### src/rtl/data_mem_pkg.sv
// Shared types, default sizes and the byte-masked merge helper for the
// synchronous data memory.
package data_mem_pkg;

  typedef enum logic {
    INIT = 1'b0,
    RUN  = 1'b1
  } state_t;

  localparam int DATA_W_DEF = 16;
  localparam int DEPTH_DEF  = 8;

  // Widest word the merge helper handles; callers zero-extend and truncate.
  localparam int MERGE_W    = 256;
  localparam int MERGE_BE_W = MERGE_W / 8;

  function automatic logic [MERGE_W-1:0] be_merge(
    input logic [MERGE_W-1:0]    old_word,
    input logic [MERGE_W-1:0]    new_word,
    input logic [MERGE_BE_W-1:0] be
  );
    logic [MERGE_W-1:0] res;
    res = old_word;
    for (int i = 0; i < MERGE_BE_W; i++) begin
      if (be[i]) res[8*i +: 8] = new_word[8*i +: 8];
    end
    return res;
  endfunction

endpackage

### src/rtl/data_mem_array.sv
// Word storage with one byte-enabled write port and an asynchronous read port.
module data_mem_array
  import data_mem_pkg::*;
#(
  parameter int DATA_W = DATA_W_DEF,
  parameter int DEPTH  = DEPTH_DEF,
  parameter int IDX_W  = 3
) (
  input  logic                clk,
  input  logic                wr_en,
  input  logic [IDX_W-1:0]    wr_idx,
  input  logic [DATA_W-1:0]   wr_data,
  input  logic [DATA_W/8-1:0] wr_be,
  input  logic [IDX_W-1:0]    rd_idx,
  output logic [DATA_W-1:0]   rd_data
);

  logic [DATA_W-1:0] mem [DEPTH];

  always_ff @(posedge clk) begin
    if (wr_en) begin
      mem[wr_idx] <= DATA_W'(be_merge(MERGE_W'(mem[wr_idx]),
                                      MERGE_W'(wr_data),
                                      MERGE_BE_W'(wr_be)));
    end
  end

  assign rd_data = mem[rd_idx];

endmodule

### src/rtl/data_mem_sync.sv
// Synchronous data memory: hardware clear after reset, then one load/store
// per cycle with registered response and out-of-range flagging.
module data_mem_sync
  import data_mem_pkg::*;
#(
  parameter int DATA_W = DATA_W_DEF,
  parameter int DEPTH  = DEPTH_DEF,
  parameter int ADDR_W = 16
) (
  input  logic                clk,
  input  logic                rst_n,
  input  logic                req_valid,
  output logic                req_ready,
  input  logic                req_we,
  input  logic [ADDR_W-1:0]   req_addr,
  input  logic [DATA_W-1:0]   req_wdata,
  input  logic [DATA_W/8-1:0] req_be,
  output logic                rsp_valid,
  output logic [DATA_W-1:0]   rsp_rdata,
  output logic                rsp_err,
  output logic                init_done
);

  localparam int BE_W  = DATA_W / 8;
  localparam int IDX_W = $clog2(DEPTH);
  localparam logic [ADDR_W:0]  DEPTH_EXT = (ADDR_W + 1)'(DEPTH);
  localparam logic [IDX_W-1:0] LAST_IDX  = IDX_W'(DEPTH - 1);

  state_t            state_reg, state_next;
  logic [IDX_W-1:0]  ptr_reg, ptr_next;
  logic              rsp_valid_reg, rsp_err_reg;
  logic [DATA_W-1:0] rsp_rdata_reg;

  logic              in_range;
  logic              accept;
  logic              wr_en;
  logic [IDX_W-1:0]  wr_idx;
  logic [DATA_W-1:0] wr_data;
  logic [BE_W-1:0]   wr_be;
  logic [DATA_W-1:0] rd_data;

  // Full-width compare so addresses that alias onto a valid index are rejected.
  assign in_range = {1'b0, req_addr} < DEPTH_EXT;

  always_comb begin
    state_next = state_reg;
    ptr_next   = ptr_reg;
    req_ready  = 1'b0;
    init_done  = 1'b0;
    accept     = 1'b0;
    wr_en      = 1'b0;
    wr_idx     = ptr_reg;
    wr_data    = '0;
    wr_be      = '0;
    case (state_reg)
      INIT: begin
        wr_en    = 1'b1;
        wr_be    = '1;
        ptr_next = ptr_reg + 1'b1;
        if (ptr_reg == LAST_IDX) state_next = RUN;
      end
      RUN: begin
        req_ready = 1'b1;
        init_done = 1'b1;
        accept    = req_valid;
        if (req_valid && req_we && in_range) begin
          wr_en   = 1'b1;
          wr_idx  = req_addr[IDX_W-1:0];
          wr_data = req_wdata;
          wr_be   = req_be;
        end
      end
      default: state_next = INIT;
    endcase
  end

  always_ff @(posedge clk) begin
    if (!rst_n) begin
      state_reg     <= INIT;
      ptr_reg       <= '0;
      rsp_valid_reg <= 1'b0;
      rsp_err_reg   <= 1'b0;
      rsp_rdata_reg <= '0;
    end else begin
      state_reg     <= state_next;
      ptr_reg       <= ptr_next;
      rsp_valid_reg <= accept;
      rsp_err_reg   <= accept && !in_range;
      rsp_rdata_reg <= (accept && !req_we && in_range) ? rd_data : '0;
    end
  end

  assign rsp_valid = rsp_valid_reg;
  assign rsp_err   = rsp_err_reg;
  assign rsp_rdata = rsp_rdata_reg;

  // A reset edge must not commit any write, including a clear step.
  data_mem_array #(
    .DATA_W (DATA_W),
    .DEPTH  (DEPTH),
    .IDX_W  (IDX_W)
  ) u_array (
    .clk     (clk),
    .wr_en   (wr_en && rst_n),
    .wr_idx  (wr_idx),
    .wr_data (wr_data),
    .wr_be   (wr_be),
    .rd_idx  (req_addr[IDX_W-1:0]),
    .rd_data (rd_data)
  );

endmodule

### config.mk
export PLATFORM = sky130hd
export DESIGN_NAME = data_mem_sync
export DESIGN_NICKNAME = d
export VERILOG_FILES = /design/src/rtl/data_mem_pkg.sv /design/src/rtl/data_mem_array.sv /design/src/rtl/data_mem_sync.sv
export SDC_FILE = /design/constraint.sdc
export NUM_CORES = 1
export LEC_CHECK = 0
export CAP_MARGIN = 5
export CORE_ASPECT_RATIO = 0.6
export CORE_MARGIN = 2
export CORE_UTILIZATION = 27
export CTS_CLUSTER_SIZE = 24
export DETAILED_ROUTE_END_ITERATION = 8
export GPL_ROUTABILITY_DRIVEN = 0
export GPL_TIMING_DRIVEN = 0
export HOLD_SLACK_MARGIN = 0.02
export PLACE_DENSITY = 0.48
export SETUP_SLACK_MARGIN = 0.2
export SYNTH_ARGS = -nofsm -noshare
export SYNTH_HDL_FRONTEND = slang
export SYNTH_HIERARCHICAL = 1
export SYNTH_SLANG_ARGS = --single-unit
### constraint.sdc
create_clock -name clk -period 4.5 [get_ports clk]
set_clock_uncertainty 0.05 [all_clocks]
set_input_delay 0.675 -clock clk [delete_from_list [all_inputs] [get_ports clk]]
set_output_delay 0.675 -clock clk [all_outputs]
set_load 0.01 [all_outputs]
======== Word level (Yosys, flattened, before mapping) ========
Memory sizes are Yosys's and may differ from the RTL's. A register that Yosys moved wholly into a read port is not among the register bits.
Index checks and enable logic that the tools add are counted.
operators by class
  add/subtract/negate cells ............... 1
  order comparisons ....................... 1
  equality and inequality tests ........... 3
  muxes and demuxes ....................... 18
  bitwise operators ....................... 1
  reduce and logical (&&, ||, !) cells .... 12
operators by type and width
  operator             number
  $mux 16              2
  $mux 8               4
  $lt 16x4->1 const B  1
  $mux 1               7
  $logic_and 1x1->1    6
  $mux 3               2
  $reduce_and 2->1     3
  $ne 2x2->1 const B   2
  $pmux 2 s2           1
  $add 3x1->3 const B  1
  $eq 3x3->1 const B   1
  $logic_not 1->1      3
  $mux 2               1
  $pmux 1 s2           1
  $not 1->1            1
word-level totals
  register bits after elaboration ......... 6
  memory bits (writable) .................. 128
  output and inout port bits .............. 20
  logic and storage cells ................. 41
  memories kept ........................... 1
memories
  name         depth  bits a word  rd ports  clocked after Yosys merged registers in  wr ports  RTL line              text
  u_array.mem  8      16           1         1                                        1         data_mem_array.sv:18  logic [DATA_W-1:0] mem [DEPTH];

======== Logic depth before layout (Yosys ltp) ========
  depth after elaboration ................. 8
  depth in mapped cells ................... 7
  gate-level depth less buffers ........... 6

======== Cells and area by module ========
The synthesis kept the hierarchy.
modules (own cells, without submodules)
  module          times used  cells an instance  area an instance (µm²)  seq. area each (µm²)
  data_mem_array  1           208                5021.1                  3843.7
  data_mem_sync   1           90                 944.7                   440.4

======== Worst setup path before layout ========
OpenSTA, ideal clock, no wires.
  path kind ............................... input to register
  start point ............................. input port req_addr[15]
  end point ............................... memory u_array/mem[0][0] (netlist name), enable pin
  library setup time ...................... 0.383 ns
  arrival ................................. 2.932 ns
  path slack .............................. 1.135 ns
  stages on the path ...................... 7
  cells stage by stage .................... or4_4 nor4_1 and3_1 buf_2 mux2_2 nand3b_1 nor3_1
RTL lines
  item               RTL line              text
  start, declared    data_mem_sync.sv:15   input logic [ADDR_W-1:0] req_addr,
  $lt 16x4->1        data_mem_sync.sv:43   assign in_range = {1'b0, req_addr} < DEPTH_EXT;
  $logic_and 1x1->1  data_mem_sync.sv:66   if (req_valid && req_we && in_range) begin
  $mux 3             data_mem_sync.sv:66
  $mux 3             data_mem_sync.sv:55   case (state_reg)
  net wr_idx[0]      data_mem_sync.sv:37   logic [IDX_W-1:0] wr_idx;
  end, declared      data_mem_array.sv:18
The timed path passes the listed nets, and every way through them passes these cells.

======== Final worst setup path ========
  start point ............................. input port req_addr[15]
  end point ............................... memory u_array/mem[4][7] (netlist name), enable pin
Same word-level chain as after synthesis.

==> summary.md <==
| Metric | Value |
|---|---|
| Top-count cell post-synth | `edfxtp_1` |
| Fin. max-slew vios | `0` |
| Wire per inst | `18.7 um` |
| Largest cells by area after synthesis | `edfxtp_1 (64%), mux4_1 (12%), dfxtp_1 (7.4%)` |
| Reg2reg setup slack | `1.58 ns` |
| Die area | `23,300 um^2` |
| Pre-Repair DR Iteration Count | `4` |
| Initial core utilization | `27.3%` |
| I/O pin count | `58` |
| Hold Path Class | `flop to flop` |
| Commonest cells post-synth | `edfxtp_1 (128), mux4_1 (28), dfxtp_1 (22)` |
| Final Setup Violations | `0` |
| Mux cell area share after synthesis | `17.8%` |
| WP data required | `4.48 ns` |
| Vert. Die Dim | `119 um` |
| Minimum clock period | `3.79 ns` |
| Layout cell share with drive strength beyond 1 | `21.7%` |
| Avg Cell Area, Syn | `20.0 um^2` |
| CP max-delay cell | `nor2_1` |
| Root Driver | `clkbuf_16` |
| Iter 0 DRT Violations | `393` |
| Nets | `414` |
| Cells after DPL | `641` |
| Gates resized, CTS repair | `0` |
| Final setup margin | `0.710 ns` |
| Via-to-Cell Ratio | `4.37` |
| Rows | `42` |
| Largest family of logic cells by synthesized area | `multiplexers` |
| Setup bufs post-CTS | `0` |
| YS warnings | `6` |
| Post-Synth Adder-Cell Area | `0.419%` |
| Largest net degree at the start of global routing | `17` |
| ANT cells | `0` |
| EDFF count, synth | `128` |
| DP HPWL | `8420 um` |
| Crit path launch type | `input pin` |
| GRT overflow | `0` |
| Crit-path max FO | `10` |
| Buffers & Inverters on Critical Path | `2` |
| Pre-CTS setup slack | `0.228 ns` |
| Hold-fix buffers, CTS | `0` |
| Tcrit/Tclk final | `84.2%` |
| Yosys top cell area share | `64.4%` |
| Post-Place Cell Area | `6910 um^2` |
| Die width | `196 um` |
| Post-Route WL | `12,600 um` |
| CP arrival | `3.77 ns` |
| Worst setup EP type | `flop` |
| RSZ-0062 raised after global routing | `false` |
| CP Cell Sequence | `clkdlybuf4s50_1, or4_4, nor4_1, and3_1, buf_2, mux2_2, nand2b_1, nor2_1` |
| Detail Route Antenna Nets | `0` |
| VDD IR-drop max | `0.243 mV` |
| Antenna violations before repair | `0` |
| #FFs+latches synth | `150` |
| Global-route usage over all layers | `11.8%` |
| Compound-Gate Fraction of Synth Area | `0.419%` |
| Worst-skew pair later-pin latency | `0.42 ns` |
| Max-cap viol count | `0` |
| FMAX | `0.264 GHz` |
| P_leak | `0.00266 uW` |
| Residual DRC count | `0` |
| CTS Sinks | `150` |
| CTS tree | `done` |
| Register area share after synthesis | `71.8%` |
| PortBufs | `57` |
| Crit-path leading delay family | `simple AND/OR/NAND/NOR gates` |
| Synth Flop Type | `edfxtp_1` |
| CTS max path bufs | `2` |
| Vias in the first global route | `3,172` |
| Cell taking the most area after synthesis | `edfxtp_1` |
| Final core utilization | `34.5%` |
| First-pass GRT wire length | `19,400 um` |
| Post-Synth Simple-Gate Area | `7.59%` |
| Number of flip-flops in the largest register | `128` |
| Worst Max-Slew Pin Slew | `1.07 ns` |
| Area grow syn2layout | `26.6%` |
| Power density cells | `428 nW/um^2` |
| Cell variety after synth | `33` |
| Vias | `2,938` |
| Hold Vio Cnt, Final | `0` |
| CTS buffer count | `17` |
| Setup_tns | `0 ns` |
| Final cell count without fillers | `673` |
| Final Cell Area | `7550 um^2` |
| Synth Net Count | `338` |
| Syn Std Cell Area | `5970 um^2` |
| CP peak stage delay | `0.81 ns` |
| Clock slew at reported path FFs | `0.06 ns` |
| Critical path class | `input pin to flop` |
| Mapped Cells | `298` |
| Status | `completed` |
| FFs w/ async S/R, synth | `0%` |
| XOR/XNOR share of the synthesized area | `0.147%` |
| Floorplan core area | `21,900 um^2` |
| Slew HR | `28.1%` |
| Htree depth | `4` |
==> power by group <==
| group | switching [uW] | total, uW | leakage [uW] | internal (uW) |
|---|---|---|---|---|
| sequential | 7.54 | 1530 | 0.00140 | 1530 |
| clock | 528 | 1530 | 0.000316 | 1010 |
| combinational | 77.2 | 168 | 0.000943 | 91.1 |
| total | 613 | 3240 | 0.00266 | 2620 |
==> per-layer routing <==
layer | share of wire [%] | up-vias | track usage, %
li1 | - | 1355 | -
met1 | 50 | 1487 | 16.7
met2 | 43 | 84 | 16.9
met3 | 5.3 | 12 | 3.85
met4 | 1.3 | 0 | 4.26
met5 | 0 | - | 0
==> worst paths after layout <==
| path | to | cells past startpoint | startpoint |
|---|---|---|---|
| max | u_array/mem[4][7]$_DFFE_PP_ | 8 | req_addr[15] |
| min | ptr_reg[1]$_SDFFE_PN0N_ | 2 | ptr_reg[1]$_SDFFE_PN0N_ |
| max reg2reg | u_array/mem[4][7]$_DFFE_PP_ | 6 | state_reg$_SDFF_PN0_ |
| min reg2reg | ptr_reg[1]$_SDFFE_PN0N_ | 2 | ptr_reg[1]$_SDFFE_PN0N_ |
==> placed cells by master, fill, tap and decap left out, drive strengths merged, types with 3 or more instances in the layout <==
cell type      Yosys  routed
clkinv             0       6
mux4              32      32
nand3              4       4
mux2              19      19
inv                3       3
edfxtp           128     128
clkdlybuf4s50      0      57
clkbuf             4      25
nor2              15      15
buf               10      10
dfxtp             22      22
nor3               4       4
and2              33      33
bufinv             0       5
==> layout make-up <==
class	count	area (um^2)
well taps	286	358
inverters	3	11.3
repair buffers	57	571
fillers	2086	14300
clock inverters	11	178
multi-input cells	131	1590
clock buffers	21	460
flip-flops and latches	150	4280
plain buffers	14	98.8
==> worst reg2reg max path, stage by stage, from the launching register on <==
cell and delay, ns:
dfxtp_1 0.35, buf_2 0.23, and3_1 0.17, buf_2 0.25, mux2_2 0.46, nand2b_1 0.22
nor2_1 0.81
==> through the flow <==
step	total power [uW]	hold WS, ns
floorplan	1660	0.459
global placement	1730	0.488
detailed placement	1740	0.502
CTS	3270	0.519
global route	3350	0.580
finish	3240	0.514
==> logic make-up after synthesis <==
family / count (synthesis)
flip-flops: 150
AND/OR/NAND/NOR: 71
multiplexers: 53
buffers and inverters: 17
AO/OA/AOI/OAI: 4
adder cells (fa/ha/maj): 2
XOR/XNOR: 1
No activity file was read; power rests on OpenSTA's default activity.
